## config.mk

```make
export PLATFORM = sky130hd
export DESIGN_NAME = lc3_ctrl
export DESIGN_NICKNAME = d
export VERILOG_FILES = /design/src/rtl/lc3_ctrl.sv
export SDC_FILE = /design/constraint.sdc
export NUM_CORES = 1
export LEC_CHECK = 0
export ABC_AREA = 1
export BUFFER_PORTS_ARGS = -buffer_cell sky130_fd_sc_hd__buf_4
export CAP_MARGIN = 40
export CORE_MARGIN = 2
export CORE_UTILIZATION = 46
export CTS_BUF_LIST = sky130_fd_sc_hd__clkbuf_4 sky130_fd_sc_hd__clkbuf_8
export DETAILED_ROUTE_END_ITERATION = 16
export GPL_ROUTABILITY_DRIVEN = 0
export PLACE_DENSITY = 0.9
export SYNTH_ARGS = -nofsm -noshare
export SYNTH_HDL_FRONTEND = slang
export SYNTH_SLANG_ARGS = --single-unit
```

## constraint.sdc

```tcl
create_clock -name clk -period 1.5 [get_ports clk]
set_clock_uncertainty 0.2 [all_clocks]
set_input_delay 0.15 -clock clk [delete_from_list [all_inputs] [get_ports clk]]
set_output_delay 0.15 -clock clk [all_outputs]
set_load 0.02 [all_outputs]
```

## src/rtl/lc3_ctrl.sv

```systemverilog
// LC3 instruction-sequencing controller: FETCH/DECODE/EXECUTE/WRITEBACK plus data-memory wait states.
// Optional memory-wait abort is compiled in with LC3_CTRL_TIMEOUT_EN.
module lc3_ctrl #(
  parameter int TIMEOUT = 16
) (
  input  logic        clk,
  input  logic        rst,
  input  logic [15:0] instr_dout,
  input  logic [2:0]  psr_nzp,
  input  logic        dmem_ready,
  output logic [3:0]  state,
  output logic [15:0] ir,
  output logic        br_taken,
  output logic        mem_rd,
  output logic        mem_wr,
  output logic        en_decode,
  output logic        en_execute,
  output logic        en_writeback,
  output logic        illegal,
  output logic        timeout
);

  localparam logic [3:0] S_FETCH     = 4'd0;
  localparam logic [3:0] S_DECODE    = 4'd1;
  localparam logic [3:0] S_EXECUTE   = 4'd2;
  localparam logic [3:0] S_WRITEBACK = 4'd3;
  localparam logic [3:0] S_MEM_IND   = 4'd7;
  localparam logic [3:0] S_MEM_READ  = 4'd8;
  localparam logic [3:0] S_MEM_WRITE = 4'd9;

  logic [3:0] state_nxt;
  logic       br_nxt;
  logic       ill_set;
  logic       mem_state;

  assign en_decode    = (state == S_DECODE);
  assign en_execute   = (state == S_EXECUTE);
  assign en_writeback = (state == S_WRITEBACK);
  assign mem_rd       = (state == S_MEM_IND) || (state == S_MEM_READ);
  assign mem_wr       = (state == S_MEM_WRITE);
  assign mem_state    = mem_rd || mem_wr;

`ifdef LC3_CTRL_TIMEOUT_EN
  localparam int WAIT_W = $clog2(TIMEOUT + 1);
  logic [WAIT_W-1:0] wait_cnt;
  logic              to_set;
`endif

  always_comb begin
    state_nxt = S_FETCH;
    br_nxt    = 1'b0;
    ill_set   = 1'b0;
    case (state)
      S_FETCH:  state_nxt = S_DECODE;
      S_DECODE: state_nxt = S_EXECUTE;
      S_EXECUTE: begin
        case (ir[15:12])
          4'b0001, 4'b0101, 4'b1001, 4'b1110: state_nxt = S_WRITEBACK;
          4'b0010, 4'b0110:                   state_nxt = S_MEM_READ;
          4'b1010, 4'b1011:                   state_nxt = S_MEM_IND;
          4'b0011, 4'b0111:                   state_nxt = S_MEM_WRITE;
          4'b0000: br_nxt = |(ir[11:9] & psr_nzp);
          4'b1100: br_nxt = 1'b1;
          default: ill_set = 1'b1;
        endcase
      end
      // LDI and STI differ only in ir[12]
      S_MEM_IND:   state_nxt = dmem_ready ? (ir[12] ? S_MEM_WRITE : S_MEM_READ) : S_MEM_IND;
      S_MEM_READ:  state_nxt = dmem_ready ? S_WRITEBACK : S_MEM_READ;
      S_MEM_WRITE: state_nxt = dmem_ready ? S_FETCH : S_MEM_WRITE;
      S_WRITEBACK: state_nxt = S_FETCH;
      default:     state_nxt = S_FETCH;
    endcase
`ifdef LC3_CTRL_TIMEOUT_EN
    to_set = 1'b0;
    if (mem_state && !dmem_ready && (wait_cnt == WAIT_W'(TIMEOUT - 1))) begin
      state_nxt = S_FETCH;
      to_set    = 1'b1;
    end
`endif
  end

  always_ff @(posedge clk) begin
    if (!rst) begin
      state    <= S_FETCH;
      ir       <= 16'h0000;
      br_taken <= 1'b0;
      illegal  <= 1'b0;
    end else begin
      state    <= state_nxt;
      br_taken <= br_nxt;
      if (state == S_DECODE) ir <= instr_dout;
      if (ill_set) illegal <= 1'b1;
    end
  end

`ifdef LC3_CTRL_TIMEOUT_EN
  // Counter restarts whenever the state changes, so each memory access gets its own budget
  always_ff @(posedge clk) begin
    if (!rst) begin
      wait_cnt <= '0;
      timeout  <= 1'b0;
    end else begin
      if (state_nxt != state) wait_cnt <= '0;
      else if (mem_state)     wait_cnt <= wait_cnt + WAIT_W'(1);
      if (to_set) timeout <= 1'b1;
    end
  end
`else
  assign timeout = 1'b0;
`endif

endmodule
```

# ---- After elaboration in Yosys (flattened, before gate mapping)
# Cells that the tools add are included.
dict set report totals {
  regBits 22
  latchBits 0
  mem_bits_rw 0
  romBits 0
  in_bits 22
  output_inout_bits 28
  elab_cells 41
  n_memories 0
}
dict set report classes {
  n_addsub 0
  multipliers 0
  n_div 0
  magnitude_cmp 0
  n_eq_ne 17
  shifts 0
  n_mux 9
  n_bitwise 1
  n_reduce_logical 10
}
# operator count
set ops {}
lappend ops {{4-bit == test (second input constant)} 7}
lappend ops {{4-bit case mux with 6 select lines} 1}
lappend ops {{4-bit by 2-bit == test with 1-bit output (second input constant)} 4}
lappend ops {{4-bit by 3-bit == test with 1-bit output (second input constant)} 4}
lappend ops {{4-bit case mux with 4 select lines} 1}
lappend ops {{4-bit two-way mux} 3}
lappend ops {{12-bit OR reduction} 1}
lappend ops {{4-bit by 1-bit == test with 1-bit output (second input constant)} 2}
lappend ops {{4-bit zero test} 2}
lappend ops {{2-bit OR reduction} 3}
lappend ops {{4-bit OR reduction} 1}
lappend ops {{3-bit bitwise AND} 1}
lappend ops {{1-bit two-way mux} 3}
lappend ops {{3-bit OR reduction} 1}
lappend ops {{1-bit case mux with 2 select lines} 1}
lappend ops {{2-bit AND reduction} 1}
lappend ops {{1-bit logical OR} 1}

# ---- Logic depth before layout (Yosys ltp)
dict set report logic_depth {
  word_depth 4
  depth_mapped 8
  ltp_nobuf 8
}

# ---- Worst setup path after synthesis
# OpenSTA, ideal clock, no wires.
dict set report synth_path {
  kind {reg-to-output}
  start {register state[0]}
  end {output mem_wr}
  arrival_time_ns 1.277
  required_time_ns 1.150
  slack_ns -0.127
  stages_incl_launch_ff 3
  path_buffers 0
  path_cell_list {dfxtp_1 -> inv_1 -> nor4_1}
}
dict set report synth_via {
  elab_chain_cells 1
}
# item line_no
set synth_rtl {}
lappend synth_rtl {{start, declared} 11} ;# output logic [3:0] state,
lappend synth_rtl {{start signal, assigned} 90} ;# state <= state_nxt;
lappend synth_rtl {{4-bit == test} 40} ;# assign mem_wr = (state == S_MEM_WRITE);
lappend synth_rtl {{end, declared} 15} ;# output logic mem_wr,
# No other way between the ends.

# ---- Final worst setup path
dict set report layout_path {
  start {register state[2]}
  end {output mem_rd}
}
dict set report layout_via {
  elab_chain_cells 2
  elab_cells_between_ends 3
  cone_classes {2 x eq/ne; 1 x reduce/logical}
}
# item line_no
set layout_rtl {}
lappend layout_rtl {{4-bit by 3-bit == test with 1-bit output or 4-bit == test (tied branches)} 39} ;# assign mem_rd = (state == S_MEM_IND) || (state == S_MEM_READ);
lappend layout_rtl {{1-bit logical OR (*)} 39}
lappend layout_rtl {{end, declared} 14} ;# output logic mem_rd,
# Mark *: on every way between the ends. The rest lies on a longest branch, timed or not.

==> summary by stage <==
Logic synthesis
The yosys synthesis warning count is 0. The proportion of synthesized chip area in sequential cells is 44.8%. The count of mapped cells out of synthesis is 141. The total of flip-flops plus latches after synthesis is 22. The dominant register cell in the synthesized netlist is sky130_fd_sc_hd__dfxtp_1. After synthesis, the share of flip-flops with an asynchronous set or reset is 0%.

Counting distinct cell types in the post-synthesis netlist gives 22. In this run, synthesis inferred 0 flip-flops with an integrated enable. A synthesized cell averages 6.97 µm².

The cell area that synthesis handed to floorplanning was 983 µm². Counting every net in the synthesized netlist gives 163.

Routing
The average wire per standard cell is 14.5 µm. Once detail routing completed, the nets flagged for antenna violations numbered 0. After the first detailed-routing iteration, the DRC count stood at 28.

The vias per cell is 5.16. Before antenna repair, the detailed router went through 4 iterations. After detailed routing, the number of remaining DRC violations is 0. The sum of routed wire length over all layers is 3530 µm.

The detailed router placed 1260 vias in this run.

Clock tree
The total clock sinks is 22. The library cell used as clock root buffer is sky130_fd_sc_hd__clkbuf_4. TritonCTS built the clock tree. The clock reaches the later pin of the worst-skew pair after 0.31 ns. No sink is reached through more buffers than the 2 on the longest clock path.

In this run, CTS created clock tree buffers numbering 3. In this run the number of H-tree levels came out at 1. The register clock-pin slew on the reported worst setup and hold paths is approximately 0.12 ns.

Power and ir drop
The share of total power in the clock network is 19.2%. The cell internal power dissipation is 1090 µW. Dividing total power by cell area gives a power density of 966 mW/mm². The power spent charging and discharging nets is 612 µW.

The fraction of power consumed by combinational cells is 38.5%. The worst-case IR drop observed on VDD is 932 µV. In this run the static leakage power is about 0.00084 µW. Net switching is 35.9% of the power. The total power of the final layout is 1710 µW. The share of total power dissipated in sequential elements is a little over two fifths.

Cells and area
The final design utilization is 89.1%. The finished cells cover around 0.0018 mm². The share of layout cells above drive strength 1 is 39.2%. Counting the fill cells in the layout gives 91. The area growth from synthesis to layout is 79.6%. The diode insertion count for antenna repair is 0. After the flow finishes, the layout carries non-filler instances totaling 244. The number of nets at the end of the flow is 240.

Global routing
The first global-routing pass estimated between 5000 and 6000 µm of wire. The total overflow left after global routing is 0. The initial antenna violation count came to 0. The via count of the first global-routing pass came to 1196. The aggregate global-route resource usage is 29.0%. The maximum number of pins on one net before global-route repair is 22.

Setup path
The endpoint required time on the critical path is approximately 1.2 ns. The startpoint of the worst-slack reg-to-reg timing path is state[0]. The critical path endpoint category is an output port. The depth of the worst register-to-register path is 7. The endpoint identified for the worst register-to-register timing path is ir[8]. Tracing the worst setup path back leads to its startpoint at state[2]. The end point of the critical path is mem_rd. The critical path in this run is classified as reg -> out. The setup slack of the worst register-to-register path is around 0.03 ns. Traced cell by cell, the critical path runs through inv_4 > nor2_4 > a22o_1 > buf_6. STA classifies the critical path startpoint as a register. The biggest fanout along the worst timing path is 5. Data arrives at the worst endpoint at 1.20 ns. On the critical path, the stage with the largest delay is an instance of sky130_fd_sc_hd__dfxtp_4. For this run, the slowest stage of the critical path takes about 0.45 ns.

Die
The floorplan has 16 rows. The placeable core area is between 0.0015 and 0.002 mm². The die is 50.2 µm wide.

The starting utilization of the core area is roughly 50%. The number of ports placed on the die boundary is 50. The die covers 0.00252 mm². The die is 50.2 µm tall.

Job
The number of maximum-capacitance violations is 0.

STA
The worst path uses 103% of the clock period. Setup violations remaining at the end of the flow were counted as 4. The highest clock rate is 644 MHz. The final max-slew violation count is 0. The worst path setup slack after routing is -0.0521 ns.

Setup repair after global routing could not meet its margin everywhere. Subtracting the final worst setup slack from the clock period gives around 1.6 ns. The final count of hold timing violations is 0.

Run status
The run finished, with violations left. The final reports fail on setup timing.

Hold path
The class of the worst hold path is reg -> reg.

Placed design
Detailed placement finished with a half-perimeter wire length of 1890 µm. The post-place setup slack is 0.102 ns. The placed instances occupy a cell area of 0.00136 mm². The count of input and output buffers is 48. After detailed placement, the design holds a cell count of 212.
==> power groups by stage <==
| stage | Combinational [µW] | Sequential, µW | Clock [µW] |
|---|---|---|---|
| finish | 657 | 722 | 327 |
| global route | 703 | 730 | 364 |
| CTS | 593 | 709 | 331 |
| detailed placement | 514 | 720 | 0 |
| global placement | 503 | 716 | 0 |
| floorplan | 232 | 797 | 0 |
==> worst min path at each step <==
stage	start	to	slack [ns]	cells past startpoint
after CTS	illegal	illegal	0.26	2
final	illegal	illegal	0.26	2
after detailed placement	psr_nzp[2]	br_taken	0.20	3
after global placement	instr_dout[2]	ir[2]	0.20	3
after global routing	illegal	illegal	0.32	2
after floorplan	rst	ir[15]	0.09	2
==> cells in the mapped netlist, types with 2 or more instances <==
cell type                   n  share of area [%]
sky130_fd_sc_hd__nor2_1    37                 14
sky130_fd_sc_hd__a21oi_1    6                3.1
sky130_fd_sc_hd__clkbuf_1   2               0.76
sky130_fd_sc_hd__inv_1     11                4.2
sky130_fd_sc_hd__buf_4      2                1.5
sky130_fd_sc_hd__o21ai_0   16                8.1
sky130_fd_sc_hd__nand2_2    2                1.3
sky130_fd_sc_hd__nand2_1   17                6.5
sky130_fd_sc_hd__inv_2      3                1.1
sky130_fd_sc_hd__nand3_1   11                5.6
sky130_fd_sc_hd__nor2_2     2                1.3
sky130_fd_sc_hd__dfxtp_1   22                 45
==> area by class of cell <==
cell class,count,area [µm²],share of cell area (%)
inverters,14,67.6,3.82
well taps,27,33.8,1.91
repair buffers,78,653,37.0
multi-input cells,99,520,29.5
clock buffers,4,36.3,2.05
flip-flops and latches,22,455,25.8
==> metal layers <==
metal	wire length (µm)	track usage, %	part of all wire (%)
met1	1250	29.1	35
met2	1890	55.0	54
met3	232	5.65	6.6
met4	152	15.3	4.3
met5	0	0	0
==> timing repair <==
item,CTS,global route
buffers inserted,4,3
gates resized for setup,20,30
hold buffers,21,0
endpoints found under the hold margin,22,0
setup endpoints to repair,5,21
pin swaps,2,5
==> stage by stage <==
| stage | hold slack [ns] | TNS, ns |
|---|---|---|
| finish | 0.260 | -0.103 |
| global placement | 0.196 | 0 |
| floorplan | 0.0884 | 0 |
| detailed placement | 0.195 | 0 |
| CTS | 0.265 | -0.0842 |
| global route | 0.325 | -0.491 |
==> flip-flops by register name, summed over array words and instances (netlist names) <==
name / cells
ir: 16
state: 4
br_taken: 1
illegal: 1
==> critical path, delay by kind of cell (launching register included) <==
kind	cells	cell delay, ns
and+or+nand+nor	1	0.13
buffers and inverters	2	0.16
DFF	1	0.45
AOI/OAI and AO/OA	1	0.15
==> cells in the final DEF, fill, tap and decap left out, types with 2 or more instances in the layout <==
master,netlist,routed
sky130_fd_sc_hd__clkbuf_4,0,3
sky130_fd_sc_hd__inv_4,0,2
sky130_fd_sc_hd__dfxtp_1,22,18
sky130_fd_sc_hd__o21ai_1,0,10
sky130_fd_sc_hd__a21oi_1,6,6
sky130_fd_sc_hd__nand3_1,11,11
sky130_fd_sc_hd__inv_1,11,8
sky130_fd_sc_hd__nand2_4,0,2
sky130_fd_sc_hd__dlygate4sd3_1,0,21
sky130_fd_sc_hd__nor2_2,2,2
sky130_fd_sc_hd__buf_4,2,53
sky130_fd_sc_hd__inv_2,3,2
sky130_fd_sc_hd__o21ai_2,0,3
sky130_fd_sc_hd__nand2_1,17,16
sky130_fd_sc_hd__nor2_1,37,33
sky130_fd_sc_hd__nor2_4,1,5
sky130_fd_sc_hd__o21ai_0,16,3
sky130_fd_sc_hd__buf_6,1,4
sky130_fd_sc_hd__dfxtp_4,0,4
==> kinds of logic after synthesis <==
family | after synthesis | share of synthesized area [%]
flops | 22 | 44.8
compound gates | 26 | 14.4
buf+inv | 20 | 9.29
simple gates | 72 | 31.2
other cells | 1 | 0.381
Note: power is estimated with default switching activity, not from simulation.
